[src/rtl/counter_pkg.sv]
`default_nettype none
// ============================================================================
//  Module      : counter_pkg
//  Description : Shared definitions for the count monitor: FSM state
//                encodings, step-class encodings and the default bus width.
//  Contents    : DEF_WIDTH        default observed count bus width
//                ST_INIT..ST_DOWN 2-bit monitor FSM states
//                SC_HOLD..SC_JUMP 2-bit step classification codes
//  Revision    : 1.0  initial release
// ============================================================================
package counter_pkg;

    localparam int DEF_WIDTH = 8;

    // Monitor FSM states
    localparam logic [1:0] ST_INIT = 2'd0;
    localparam logic [1:0] ST_IDLE = 2'd1;
    localparam logic [1:0] ST_UP   = 2'd2;
    localparam logic [1:0] ST_DOWN = 2'd3;

    // Step classes derived from delta = cnt_in - prev (mod 2^WIDTH)
    localparam logic [1:0] SC_HOLD = 2'd0;
    localparam logic [1:0] SC_UP   = 2'd1;
    localparam logic [1:0] SC_DOWN = 2'd2;
    localparam logic [1:0] SC_JUMP = 2'd3;

endpackage
`default_nettype wire

[src/rtl/count_step_decode.sv]
`default_nettype none
// ============================================================================
//  Module      : count_step_decode
//  Description : Combinational classifier for one observed counter step.
//                Compares the current sample against the previous one and
//                reports the step class, legality and wrap events.
//  Ports       : prev       in   previous sampled count value
//                cnt_in     in   current count value
//                en_in      in   counter enable sampled with cnt_in
//                upstep     out  delta == +1
//                dnstep     out  delta == -1
//                hold       out  delta == 0
//                illegal    out  jump, or any movement while disabled
//                wrap_up    out  enabled +1 step from all-ones to zero
//                wrap_down  out  enabled -1 step from zero to all-ones
//  Revision    : 1.0  initial release
// ============================================================================
module count_step_decode
    import counter_pkg::*;
#(
    parameter int WIDTH = DEF_WIDTH
) (
    input  logic [WIDTH-1:0] prev,
    input  logic [WIDTH-1:0] cnt_in,
    input  logic             en_in,
    output logic             upstep,
    output logic             dnstep,
    output logic             hold,
    output logic             illegal,
    output logic             wrap_up,
    output logic             wrap_down
);

    localparam logic [WIDTH-1:0] c_zero = '0;
    localparam logic [WIDTH-1:0] c_one  = {{(WIDTH-1){1'b0}}, 1'b1};
    localparam logic [WIDTH-1:0] c_max  = '1;

    logic [WIDTH-1:0] w_delta;
    logic [1:0]       w_class;

    // Modular difference: a -1 step shows up as all-ones.
    assign w_delta = cnt_in - prev;

    always_comb begin
        w_class = SC_JUMP;
        if (w_delta == c_zero) begin
            w_class = SC_HOLD;
        end else if (w_delta == c_one) begin
            w_class = SC_UP;
        end else if (w_delta == c_max) begin
            w_class = SC_DOWN;
        end
    end

    assign upstep    = (w_class == SC_UP);
    assign dnstep    = (w_class == SC_DOWN);
    assign hold      = (w_class == SC_HOLD);
    assign illegal   = (w_class == SC_JUMP) || (!en_in && (w_class != SC_HOLD));
    assign wrap_up   = upstep && en_in && (prev == c_max);
    assign wrap_down = dnstep && en_in && (prev == c_zero);

endmodule
`default_nettype wire

[src/rtl/count_monitor.sv]
`default_nettype none
// ============================================================================
//  Module      : count_monitor
//  Description : Passive observer of an up/down counter output bus. Tracks
//                direction and run length, pulses on wraps and reversals,
//                and records illegal transitions in sticky error state.
//  Ports       : clk        in   system clock, rising edge
//                reset      in   asynchronous active-high reset
//                cnt_in     in   observed count value
//                en_in      in   observed counter enable
//                clr_err    in   synchronous clear of err/err_count/err_value
//                dir_up     out  last accepted step was +1
//                dir_down   out  last accepted step was -1
//                stalled    out  enabled but count unchanged
//                wrap_up    out  one-cycle pulse on max->0 up step
//                wrap_down  out  one-cycle pulse on 0->max down step
//                reversed   out  one-cycle pulse on UP<->DOWN change
//                run_len    out  consecutive same-direction steps (saturating)
//                err        out  sticky error flag
//                err_count  out  error event count (saturating)
//                err_value  out  cnt_in at the most recent error
//  Revision    : 1.0  initial release
// ============================================================================
module count_monitor
    import counter_pkg::*;
#(
    parameter int WIDTH  = DEF_WIDTH,
    parameter int RUN_W  = 16,
    parameter int ERRC_W = 8
) (
    input  logic              clk,
    input  logic              reset,
    input  logic [WIDTH-1:0]  cnt_in,
    input  logic              en_in,
    input  logic              clr_err,
    output logic              dir_up,
    output logic              dir_down,
    output logic              stalled,
    output logic              wrap_up,
    output logic              wrap_down,
    output logic              reversed,
    output logic [RUN_W-1:0]  run_len,
    output logic              err,
    output logic [ERRC_W-1:0] err_count,
    output logic [WIDTH-1:0]  err_value
);

    localparam logic [RUN_W-1:0]  c_run_one  = {{(RUN_W-1){1'b0}}, 1'b1};
    localparam logic [RUN_W-1:0]  c_run_max  = '1;
    localparam logic [ERRC_W-1:0] c_errc_one = {{(ERRC_W-1){1'b0}}, 1'b1};
    localparam logic [ERRC_W-1:0] c_errc_max = '1;

    logic [WIDTH-1:0]  r_prev;
    logic [1:0]        r_state;
    logic [RUN_W-1:0]  r_run_len;
    logic              r_stalled;
    logic              r_wrap_up;
    logic              r_wrap_down;
    logic              r_reversed;
    logic              r_err;
    logic [ERRC_W-1:0] r_err_count;
    logic [WIDTH-1:0]  r_err_value;

    logic              w_upstep;
    logic              w_dnstep;
    logic              w_hold;
    logic              w_illegal;
    logic              w_wrap_up;
    logic              w_wrap_down;
    logic              w_active;
    logic              w_err_event;
    logic [RUN_W-1:0]  w_run_inc;
    logic [ERRC_W-1:0] w_errc_inc;

    count_step_decode #(
        .WIDTH (WIDTH)
    ) u_decode (
        .prev      (r_prev),
        .cnt_in    (cnt_in),
        .en_in     (en_in),
        .upstep    (w_upstep),
        .dnstep    (w_dnstep),
        .hold      (w_hold),
        .illegal   (w_illegal),
        .wrap_up   (w_wrap_up),
        .wrap_down (w_wrap_down)
    );

    // The INIT cycle only seeds prev; nothing is classified against the
    // reset value of prev, so the first sample can never raise an error.
    assign w_active    = (r_state != ST_INIT);
    assign w_err_event = w_active && w_illegal;

    assign w_run_inc  = (r_run_len == c_run_max) ? r_run_len : r_run_len + c_run_one;
    assign w_errc_inc = (r_err_count == c_errc_max) ? r_err_count : r_err_count + c_errc_one;

    // Direction tracking FSM, run length and event pulses
    always_ff @(posedge clk or posedge reset) begin
        if (reset) begin
            r_prev      <= '0;
            r_state     <= ST_INIT;
            r_run_len   <= '0;
            r_stalled   <= 1'b0;
            r_wrap_up   <= 1'b0;
            r_wrap_down <= 1'b0;
            r_reversed  <= 1'b0;
        end else begin
            r_prev      <= cnt_in;
            r_stalled   <= 1'b0;
            r_wrap_up   <= 1'b0;
            r_wrap_down <= 1'b0;
            r_reversed  <= 1'b0;
            if (!w_active) begin
                r_state <= ST_IDLE;
            end else begin
                r_stalled   <= en_in && w_hold;
                r_wrap_up   <= w_wrap_up;
                r_wrap_down <= w_wrap_down;
                // Illegal steps leave direction and run length untouched.
                if (!w_illegal) begin
                    case (r_state)
                        ST_IDLE: begin
                            if (w_upstep) begin
                                r_state   <= ST_UP;
                                r_run_len <= c_run_one;
                            end else if (w_dnstep) begin
                                r_state   <= ST_DOWN;
                                r_run_len <= c_run_one;
                            end
                        end
                        ST_UP: begin
                            if (w_upstep) begin
                                r_run_len <= w_run_inc;
                            end else if (w_dnstep) begin
                                r_state    <= ST_DOWN;
                                r_run_len  <= c_run_one;
                                r_reversed <= 1'b1;
                            end
                        end
                        ST_DOWN: begin
                            if (w_dnstep) begin
                                r_run_len <= w_run_inc;
                            end else if (w_upstep) begin
                                r_state    <= ST_UP;
                                r_run_len  <= c_run_one;
                                r_reversed <= 1'b1;
                            end
                        end
                        default: begin
                            r_state <= ST_INIT;
                        end
                    endcase
                end
            end
        end
    end

    // Error capture; a new error takes priority over a simultaneous clear
    // and restarts the count at one.
    always_ff @(posedge clk or posedge reset) begin
        if (reset) begin
            r_err       <= 1'b0;
            r_err_count <= '0;
            r_err_value <= '0;
        end else if (w_err_event) begin
            r_err       <= 1'b1;
            r_err_count <= clr_err ? c_errc_one : w_errc_inc;
            r_err_value <= cnt_in;
        end else if (clr_err) begin
            r_err       <= 1'b0;
            r_err_count <= '0;
            r_err_value <= '0;
        end
    end

    assign dir_up    = (r_state == ST_UP);
    assign dir_down  = (r_state == ST_DOWN);
    assign stalled   = r_stalled;
    assign wrap_up   = r_wrap_up;
    assign wrap_down = r_wrap_down;
    assign reversed  = r_reversed;
    assign run_len   = r_run_len;
    assign err       = r_err;
    assign err_count = r_err_count;
    assign err_value = r_err_value;

endmodule
`default_nettype wire

[config.mk]
export PLATFORM = sky130hd
export DESIGN_NAME = count_monitor
export DESIGN_NICKNAME = d
export VERILOG_FILES = /design/src/rtl/counter_pkg.sv /design/src/rtl/count_step_decode.sv /design/src/rtl/count_monitor.sv
export SDC_FILE = /design/constraint.sdc
export NUM_CORES = 1
export LEC_CHECK = 0
export BUFFER_PORTS_ARGS = -buffer_cell sky130_fd_sc_hd__buf_2
export CAP_MARGIN = 10
export CORE_MARGIN = 2
export CORE_UTILIZATION = 58
export CTS_BUF_LIST = sky130_fd_sc_hd__clkbuf_2 sky130_fd_sc_hd__clkbuf_4 sky130_fd_sc_hd__clkbuf_8
export DETAILED_ROUTE_END_ITERATION = 12
export PLACE_DENSITY = 0.83
export SETUP_SLACK_MARGIN = 0.05
export SKIP_LAST_GASP = 1
export SLEW_MARGIN = 20
export SYNTH_ARGS = -nofsm -noshare
export SYNTH_HDL_FRONTEND = slang
export SYNTH_SLANG_ARGS = --single-unit
[constraint.sdc]
create_clock -name clk -period 4.5 [get_ports clk]
set_input_delay 0.9 -clock clk [delete_from_list [all_inputs] [get_ports clk]]
set_output_delay 0.9 -clock clk [all_outputs]
set_load 0.01 [all_outputs]
# After elaboration in Yosys (flattened, before gate mapping)
# Cells that the tools add are included.
# op_classes
add_sub_neg,3
n_eq_ne,17
n_mux,35
bitwise,1
n_reduce_logical,19
# ops
op,n
2-to-1 mux 16 bit,6
one-hot mux 16 bit (3 select lines),1
2-to-1 mux 8 bit,5
== test 8 bit (second input constant),3
2-to-1 mux 2 bit,9
adder 16 x 1 -> 16 bit (second input constant),1
== test 16 bit (second input constant),1
logical NOT 8 bit,2
2-to-1 mux 1 bit,12
adder 8 x 1 -> 8 bit (second input constant),1
== test 2 bit (second input constant),4
== test 8 x 1 -> 1 bit (second input constant),1
AND reduction 4 bit,2
subtractor 8 bit,1
logical AND 1 bit,7
!= test 3 bit (second input constant),2
one-hot mux 2 bit (3 select lines),1
nonzero test 2 bit,3
== test 2 x 1 -> 1 bit (second input constant),2
!= test 2 bit (second input constant),2
!= test 3 x 1 -> 1 bit (second input constant),1
!= test 3 x 2 -> 1 bit (second input constant),1
nonzero test 3 bit,1
logical NOT 2 bit,1
other kinds (5),5
# word_totals
register_bits,47
input_bits,12
output_inout_bits,39
word_cells,85

# Logic depth before layout (Yosys ltp)
# Gate-level depths: netlist of run 1.
# logic_depth
ltp_word,11
mapped_depth,13
mapped_depth_nobuf,12

# Hierarchy
# Synthesis of run 1 repeated with hierarchy kept, for this count alone.
# hier_totals
cells_unflattened,300
area_unflattened_um2,2844.0
# modules_own_cells
mod,instances,cells_each,area_per_inst_um2,seq_area_each_um2
count_monitor,1,230,2298.5,1176.1
count_step_decode,1,70,545.5,0.0

# Least setup slack after synthesis of run 1
# OpenSTA, ideal clock, no wires.
# synth_timing
path_kind,input -> register
startpoint,input port cnt_in[0]
endpoint,register r_err_count[3] (netlist: err_count[3])
setup_time_ns,0.131
arrival_time_ns,3.710
t_required_ns,4.369
slack_ns,0.659
cell_stages,12
path_buffers,0
cell_sequence,inv_1 > ha_1 > inv_1 > fa_1 > a211oi_2 > nor2_2 > xnor2_1 > or4_4 > or4_4 > a21boi_4 > mux2i_1 > or3_1
# synth_between
elab_chain_cells,11
elab_cells_between_ends,15
classes_between,add/sub (1); eq/ne (3); mux (4); reduce/logical (7)
# synth_rtl
element,line,source
"start, declared",count_monitor.sv:33,"input logic [WIDTH-1:0] cnt_in,"
subtractor 8 bit *,count_step_decode.sv:42,assign w_delta = cnt_in - prev;
== test 8 bit,count_step_decode.sv:50,end else if (w_delta == c_max) begin
2-to-1 mux 1 bit,count_step_decode.sv:50,
2-to-1 mux 2 bit,count_step_decode.sv:48,end else if (w_delta == c_one) begin
2-to-1 mux 2 bit *,count_step_decode.sv:46,if (w_delta == c_zero) begin
nonzero test 2 bit,count_step_decode.sv:58,assign illegal = (w_class == SC_JUMP) || (!en_in && (w_class != SC_HOLD));
logical AND 1 bit,count_step_decode.sv:58,
logical OR 1 bit *,count_step_decode.sv:58,
logical AND 1 bit *,count_monitor.sv:92,assign w_err_event = w_active && w_illegal;
nonzero test 2 bit (no line),--,
AND reduction 2 bit (no line),--,
"end signal, assigned",count_monitor.sv:167,r_err_count <= clr_err ? c_errc_one : w_errc_inc;
"end, declared",count_monitor.sv:61,logic [ERRC_W-1:0] r_err_count;
# Every way passes the cells marked *; elsewhere a longest branch is shown, timed or not.
# A chain may end at the register's enable or synchronous reset.

# Worst setup path in the final report of run 1
# layout_timing
startpoint,input port cnt_in[0]
endpoint,register r_err_count[1] (netlist: err_count[1])
# Same word-level chain as after synthesis.

==> results of run 1 <==
final timing paths:
path / from / end / slack, ps / cells after the start
max: cnt_in[0] / err_count[1] / 470 / 13
min: run_len[4] / run_len[4] / 540 / 1
max reg2reg: r_prev[0] / err_count[1] / 870 / 11
min reg2reg: run_len[4] / run_len[4] / 540 / 1
max in group asynchronous: reset / err_value[5] / 3100 / 2
min in group asynchronous: reset / err / 810 / 2
kinds of logic (layout without fill, tap and decap cells):
logic type               after synthesis  after routing  synth area share [%]
buffers and inverters                 28             76                  4.17
AO/OA/AOI/OAI                         83             83                  19.4
XOR/XNOR                              10             10                  3.07
flip-flops                            47             47                  41.2
adder cells (fa/ha/maj)               11             11                  5.09
AND/OR/NAND/NOR                      134            134                  26.0
multiplexers                           3              3                  1.05
sequential cells by signal, indices dropped and copies added, names as in the netlist:
register	count
run_len	16
err_count	8
err_value	8
r_prev	8
r_state	2
err	1
reversed	1
stalled	1
wrap_down	1
wrap_up	1
cell type report:
class / count / area [µm²] / area share [%]
multi-input combinational: 241 / 1560 / 48.2
sequential: 47 / 1180 / 36.4
timing repair buffer: 52 / 265 / 8.21
clock buffer: 7 / 83.8 / 2.59
tap: 67 / 83.8 / 2.59
inverter: 16 / 60.1 / 1.86
clock inverter: 1 / 5.00 / 0.155
worst reg2reg max path: stages, from the launching register on:
cell,delay (ps)
dfrtp_1,400
ha_1,170
inv_1,50
fa_1,410
a211oi_2,260
nor2_2,70
xnor2_1,160
or4_4,520
or4_4,570
a21boi_4,300
nor2_1,220
o311ai_0,370
power by group:
part | internal (µW) | switching, µW
logic | 66.8 | 112
clock network | 121 | 141
registers | 442 | 21.1
total | 630 | 274
through the flow:
stage	setup slack [ps]	std cells	total power (µW)	utilization, %
after floorplan	659	316	595	-
after global placement	349	423	640	66.5
after detailed placement	189	423	647	66.5
after CTS	497	431	904	68.4
after global routing	296	431	946	68.4
final	471	431	904	68.4
synth_stat cells (2+ instances only):
master / number / area (µm²)
o21bai_1: 2 / 15.0
o22ai_1: 3 / 18.8
clkbuf_1: 8 / 30.0
buf_2: 2 / 10.0
mux2i_1: 3 / 30.0
nand2b_1: 12 / 75.1
or2b_1: 3 / 22.5
a31oi_1: 8 / 50.1
nor4_1: 8 / 50.1
a211oi_1: 2 / 15.0
or3_1: 3 / 18.8
and3_2: 2 / 15.0
o21ai_0: 21 / 105
nand4_1: 5 / 31.3
a21oi_1: 21 / 105
o211ai_1: 2 / 15.0
and2_1: 2 / 12.5
nand3_1: 30 / 150
xor2_1: 5 / 43.8
inv_1: 16 / 60.1
o311ai_0: 2 / 17.5
o21a_1: 2 / 15.0
xnor2_1: 5 / 43.8
ha_1: 10 / 125
or2_2: 2 / 12.5
nand2_1: 19 / 71.3
dfrtp_1: 47 / 1180
a311oi_1: 2 / 17.5
and3_1: 2 / 12.5
nor2_1: 22 / 82.6
nor3_1: 8 / 40.0
a211oi_2: 2 / 25.0
a41oi_1: 2 / 17.5
nor2b_1: 5 / 31.3
or4_4: 2 / 22.5
layer usage:
layer  part of all wire (%)  track usage, %  routed length, µm  vias to the layer above
met2                     46            39.0               3060                       92
met5                      0               0                  0                        -
met1                     47            35.8               3120                     1242
li1                       -               -                  -                     1266
met4                    1.3            8.08                 86                        0
met3                    5.0            4.20                333                        9
==> qor.csv, run 1 <==
metric,value,unit
layout cells sized above 1,21.2,%
Seq cells post-synth,47,
Final Max Tran Viols,0,
"Clk pin slew, worst setup/hold paths",90,ps
DRT iter0 DRCs,299,
P_leak,0.00144,µW
DRC violations left,0,
status,completed,
initial core utilization,60.4,%
gp weighted congestion,0.873,
vias,2609,
die area,5490,µm²
global route overflow,0,
min Tclk post-route,4030,ps
IO Pins,51,
part of the Yosys area used for sequential elements,41.2,%
Post-synth EDFFs,0,
critical path capture point type,flop,
core area,4720,µm²
worst-margin pin slew,947,ps
"Warnings, synthesis",0,
Synth cell types,61,
"Max FO, Critical Path",11,
Filler cells,384,
CP max stage cell,or4_4,
drt via density,6.05,
Num CTS Buffers,5,
final hold slack,542,ps
clock buffer depth,2,
"commonest non-fill, non-tap cell in the layout",buf_2,
Max Fclk,248,MHz
number of global-route vias before repair,2363,
Critical Path AT,4200,ps
Placed Instance Area,3140,µm²
Mapped Area,2850,µm²
clk_skew,9.49,ps
asr flop ratio synth,100,%
RSZ-0062 raised after global routing,no,
post-DP HPWL,4800,µm
WS Path Type,input pin to flop,
Max VDD drop,0.000251,V
final instance area,3230,µm²
insertion delay to the later sink of the worst-skew pair,300,ps
CTS tree,yes,
ANT cells,0,
Final Cycle Share,89.5,%
die width,74.1,µm
relative slew slack,36.7,%
# H-tree levels,2,
Critical Path RT,4670,ps
DR pass1 iterations,5,
Bufs and invs on worst path,3,
ys flop type,dfrtp_1,
Total Routed Length,6600,µm
CP startpoint kind,input pin,
largest net degree at the start of global routing,48,
power per cell area,280,nW/µm²
Die Ht,74.1,µm
Synth Net Count,339,
first-pass GRT wire length,10700,µm
clock sink count,47,
root buffer cell,clkbuf_8,
IO Port Bufs,50,
most frequent cells in the layout,"buf_2, dfrtp_1, nand3_1, nor2_1",
Final Setup Violations,0,
Nets,386,
Mapped Cells,316,
synthesis-to-finish area growth,13.3,%
hold buffers post-CTS,0,
crit-path cells,buf_2 > inv_1 > ha_1 > inv_1 > fa_1 > a211oi_2 > nor2_2 > xnor2_1 > or4_4 > or4_4 > a21boi_4 > nor2_1 > o311ai_0,
Final Hold Fails,0,
Hold Path Class,flop to flop,
crit-path max cell delay,570,ps
post-CTS resize count,0,
CP top delay family,simple AND/OR/NAND/NOR gates,
routed len/inst,15.3,µm
Post-CTS Setup Bufs,0,
Avg Synthesized Cell Area,9.02,µm²
setup TNS,0,ps
Cell Rows,25,
max_cap viols,0,
number of antenna violations at the first check in global routing,0,
Final ANT Viol Nets,0,
gr usage total,25.0,%
No activity file was read; power rests on OpenSTA's default activity.
==> inputs of run 2 (changes only) <==
CORE_MARGIN = 4   (was 2)
CORE_UTILIZATION = 45   (was 58)
PLACE_DENSITY = 0.68   (was 0.83)
SKIP_CTS_REPAIR_TIMING = 1   (was unset)
==> qor.csv, run 2 (synthesized netlist as in run 1, its figures left out) <==
metric,value,unit,change
Final Hold Fails,0,,unchanged
drt via density,5.85,,was 6.05
IO Port Bufs,50,,unchanged
root buffer cell,clkbuf_8,,unchanged
gp weighted congestion,0.848,,was 0.873
Critical Path AT,4160,ps,was 4200 ps
min-delay src,run_len[4],,unchanged
gr usage total,18.9,%,was 25.0%
die area,7670,µm²,was 5490 µm²
"commonest non-fill, non-tap cell in the layout",buf_2,,unchanged
status,completed,,unchanged
global route overflow,0,,unchanged
worst hold endpoint,run_len[4],,unchanged
critical path capture point type,flop,,unchanged
RSZ-0062 raised after global routing,no,,unchanged
P_leak,0.00146,µW,was 0.00144 µW
"Worst Setup Slack, final",539,ps,was 471 ps
placed insts,432,,was 423
Max VDD drop,0.000166,V,was 0.000251 V
Final Setup Violations,0,,unchanged
R2R cell count,11,,unchanged
Final Max Tran Viols,0,,unchanged
initial core utilization,47.3,%,was 60.4%
worst r2r dst,err_count[1],,unchanged
min Tclk post-route,3960,ps,was 4030 ps
Critical Path RT,4690,ps,was 4670 ps
routed len/inst,15.7,µm,was 15.3 µm
max_cap viols,0,,unchanged
"Max FO, Critical Path",11,,unchanged
Hold Path Class,flop to flop,,unchanged
post-DP HPWL,5040,µm,was 4800 µm
Hold Crit Depth,1,,unchanged
max reg flops,16,,unchanged
first-pass GRT wire length,11600,µm,was 10700 µm
Final ANT Viol Nets,0,,unchanged
clock sink count,47,,unchanged
vias,2576,,was 2609
Bufs and invs on worst path,3,,unchanged
CTS tree,yes,,unchanged
CP top delay family,simple AND/OR/NAND/NOR gates,,unchanged
worst-margin pin slew,997,ps,was 947 ps
Place WS,234,ps,was 189 ps
number of antenna violations at the first check in global routing,0,,unchanged
largest net degree at the start of global routing,48,,unchanged
power per cell area,308,nW/µm²,was 280 nW/µm²
CP max stage cell,or4_4,,unchanged
Die Ht,87.6,µm,was 74.1 µm
die width,87.6,µm,was 74.1 µm
Nets,387,,was 386
clk_skew,10.1,ps,was 9.49 ps
DRC violations left,0,,unchanged
DR pass1 iterations,4,,was 5
DRT iter0 DRCs,116,,was 299
"Cell Count, Final, Fillers Out",440,,was 431
Critical R2R Launch,r_prev[0],,unchanged
setup TNS,0,ps,unchanged
core area,6030,µm²,was 4720 µm²
IO Pins,51,,unchanged
Filler cells,575,,was 384
ANT cells,0,,unchanged
"setup slack, reg-to-reg",910,ps,was 870 ps
relative slew slack,33.1,%,was 36.7%
WS Path Type,input pin to flop,,unchanged
Final Cycle Share,88.0,%,was 89.5%
Total Routed Length,6900,µm,was 6600 µm
"Clk pin slew, worst setup/hold paths",90,ps,about the same
crit-path max cell delay,570,ps,about the same
clock buffer depth,2,,unchanged
insertion delay to the later sink of the worst-skew pair,300,ps,about the same
Max Fclk,252,MHz,was 248 MHz
Num CTS Buffers,5,,unchanged
most frequent cells in the layout,"buf_2, dfrtp_1, nand3_1, nor2_1",,unchanged
synthesis-to-finish area growth,15.6,%,was 13.3%
layout cells sized above 1,21.4,%,was 21.2%
# H-tree levels,2,,unchanged
crit-path cells,buf_2 > inv_1 > ha_1 > inv_1 > fa_1 > a211oi_2 > nor2_2 > xnor2_1 > or4_4 > or4_4 > a21boi_4 > nor2_1 > o311ai_0,,unchanged
CP startpoint kind,input pin,,unchanged
Cell Rows,28,,was 25
number of global-route vias before repair,2408,,was 2363
## run 2: cell count changes in the layout (fill, tap and decap cells not counted)
cell,previous run,this run
inv_2,1,0
clkinvlp_4,0,1
clkbuf_4,2,0
buf_4,2,3
bufinv_16,0,2
## run 2: how the worst max path moves through the flow
stage | start | endpoint | slack, ps | depth (start not counted)
CTS | cnt_in[0] | err_count[1] | 540 | 13
floorplan | cnt_in[0] | err_count[3] | 660 | 12
detailed placement | cnt_in[0] | err_count[1] | 230 | 13
finish | cnt_in[0] | err_count[1] | 540 | 13
global placement | cnt_in[0] | err_count[1] | 330 | 13
global route | cnt_in[0] | err_count[1] | 330 | 13
## run 2: power by group
part           internal, µW  total (µW)  switching (µW)
sequential              442         462            20.5
clock                   222         371             149
combinational          66.7         181             115
## run 2: worst reg2reg max path, cell delays in order, from the launching register on
cell and delay (ps):
dfrtp_1 410, ha_1 170, inv_1 60, fa_1 410
a211oi_2 260, nor2_2 70, xnor2_1 160, or4_4 520
or4_4 570, a21boi_4 310, nor2_1 220, o311ai_0 330
## run 2: metrics by stage
step	instance area, µm²	util, %	hold slack (ps)	total power [µW]
final	3300	54.7	536	1010
after global routing	3300	54.7	570	1070
after CTS	3300	54.7	543	1020
after detailed placement	3160	52.4	527	650
after global placement	3160	52.4	525	645
after floorplan	2850	-	509	595
## run 2: area by class of cell
type                       count  area [µm²]  area share [%]
clock inverter                 3        67.6            2.05
timing repair buffer          53         273            8.27
sequential                    47        1180            35.7
tap                           75        93.8            2.85
multi-input combinational    241        1560            47.2
inverter                      16        61.3            1.86
clock buffer                   5        68.8            2.09
## run 2: per-layer routing
metal  wire length (µm)  part of all wire (%)  up-vias  track usage (%)
li1                   -                     -     1260                -
met1               3490                    51     1262             28.6
met2               3110                    45       46             28.4
met3                224                   3.2        8             2.82
met4                 65                  0.94        0             4.74
met5                  0                     0        -                0
==> inputs of run 3 (changes only) <==
CORE_ASPECT_RATIO = 2   (was unset)
SLEW_MARGIN = 10   (was 20)
==> qor.csv, run 3 (synthesized netlist as in run 1, its figures left out) <==
metric,value,unit,change
final instance area,3260,µm²,was 3300 µm²
crit-path max cell delay,580,ps,was 570 ps
Final Hold Fails,0,,unchanged
clock buffer depth,2,,unchanged
critical path capture point type,flop,,unchanged
Total Routed Length,7180,µm,was 6900 µm
gp weighted congestion,0.870,,was 0.848
Final Setup Violations,0,,unchanged
global route overflow,0,,unchanged
Num CTS Buffers,5,,unchanged
Max Fclk,253,MHz,was 252 MHz
setup TNS,0,ps,unchanged
clock sink count,47,,unchanged
die width,64.3,µm,was 87.6 µm
initial core utilization,46.7,%,was 47.3%
sequential share of power,51.3,%,was 45.6%
IO Pins,51,,unchanged
Die Ht,121,µm,was 87.6 µm
P_leak,0.00144,µW,was 0.00146 µW
insertion delay to the later sink of the worst-skew pair,310,ps,was 300 ps
CP startpoint kind,input pin,,unchanged
min Tclk post-route,3950,ps,was 3960 ps
layout cells sized above 1,21.4,%,unchanged
Cell Int Power,616,µW,was 730 µW
CP max stage cell,or4_4,,unchanged
post-DP HPWL,5480,µm,was 5040 µm
ANT cells,0,,unchanged
IO Port Bufs,50,,unchanged
vias,2634,,was 2576
Max VDD drop,0.000207,V,was 0.000166 V
routed len/inst,16.0,µm,was 15.7 µm
number of antenna violations at the first check in global routing,0,,unchanged
sw power,284,µW,about the same
synthesis-to-finish area growth,14.3,%,was 15.6%
DRC violations left,0,,unchanged
Final Max Tran Viols,0,,unchanged
number of global-route vias before repair,2515,,was 2408
clock power share,29.0,%,was 36.6%
WS Path Type,input pin to flop,,unchanged
worst-margin pin slew,986,ps,was 997 ps
core area,6110,µm²,was 6030 µm²
CTS tree,yes,,unchanged
RSZ-0062 raised after global routing,no,,unchanged
Logic pwr share,19.7,%,was 17.9%
clk_skew,2.92,ps,was 10.1 ps
DR pass1 iterations,6,,was 4
Filler cells,604,,was 575
relative slew slack,34.2,%,was 33.1%
Final ANT Viol Nets,0,,unchanged
max reg flops,16,,unchanged
"commonest non-fill, non-tap cell in the layout",buf_2,,unchanged
first-pass GRT wire length,12100,µm,was 11600 µm
"Max FO, Critical Path",11,,unchanged
DRT iter0 DRCs,184,,was 116
drt via density,5.87,,was 5.85
power per cell area,276,nW/µm²,was 308 nW/µm²
Placed Instance Area,3170,µm²,was 3160 µm²
most frequent cells in the layout,"buf_2, dfrtp_1, nand3_1, nor2_1",,unchanged
Critical Path RT,4700,ps,was 4690 ps
status,completed,,unchanged
Hold Path Class,flop to flop,,unchanged
max_cap viols,0,,unchanged
# H-tree levels,2,,unchanged
Final Cycle Share,87.7,%,was 88.0%
Switching Fraction,31.5,%,was 28.0%
largest net degree at the start of global routing,48,,unchanged
"Clk pin slew, worst setup/hold paths",90,ps,about the same
Cell Rows,40,,was 28
root buffer cell,clkbuf_8,,unchanged
Critical Path AT,4140,ps,was 4160 ps
Nets,387,,unchanged
Bufs and invs on worst path,3,,unchanged
CP top delay family,simple AND/OR/NAND/NOR gates,,unchanged
gr usage total,20.0,%,was 18.9%
crit-path cells,buf_2 > inv_1 > ha_1 > inv_1 > fa_1 > a211oi_2 > nor2_2 > xnor2_1 > or4_4 > or4_4 > a21boi_4 > nor2_1 > o311ai_0,,unchanged
die area,7750,µm²,was 7670 µm²
==> run 3: final cells by class <==
cell class                 instances  area [µm²]  area share [%]
clock inverter                     3        20.0           0.614
inverter                          16        60.1            1.84
tap                               84         105            3.22
sequential                        47        1180            36.1
multi-input combinational        241        1560            47.8
clock buffer                       5        68.8            2.11
timing repair buffer              53         273            8.37
==> run 3: worst paths after layout <==
path	start	endpoint	slack [ps]	depth (start not counted)
max	cnt_in[0]	err_count[1]	550	13
min	err	err	540	2
max reg2reg	r_prev[0]	err_count[1]	920	11
min reg2reg	err	err	540	2
max in group asynchronous	reset	err_count[3]	3080	2
min in group asynchronous	reset	stalled	820	2
==> run 3: tightest hold or removal path, stage by stage, from the launching register on <==
cell	delay [ps]
dfrtp_1	380
inv_1	60
o22ai_1	60
==> run 3: per-stage QoR <==
stage	total power (µW)	hold WS (ps)	utilization, %	worst slack [ps]	std cells
after CTS	908	541	53.4	535	449
after floorplan	595	509	-	659	316
after detailed placement	648	527	51.9	225	441
final	900	540	53.4	555	449
after global routing	951	578	53.4	267	449
after global placement	643	522	51.9	306	441
==> run 3: power by group through the flow <==
stage | clock [µW] | combinational, µW | sequential, µW
2_1_floorplan | 0 | 124 | 471
3_3_place_gp | 0 | 173 | 469
3_5_place_dp | 0 | 178 | 470
4_1_cts | 268 | 178 | 462
5_1_grt | 286 | 198 | 467
6_report | 261 | 177 | 462
==> run 3: metal layers <==
layer  global-route usage (%)  vias up  share of wire (%)
li1                         -     1266                  -
met4                     10.6        0                3.9
met2                     36.5       91                 55
met1                     21.2     1257                 35
met5                        0        -                  0
met3                     3.72       20                5.3
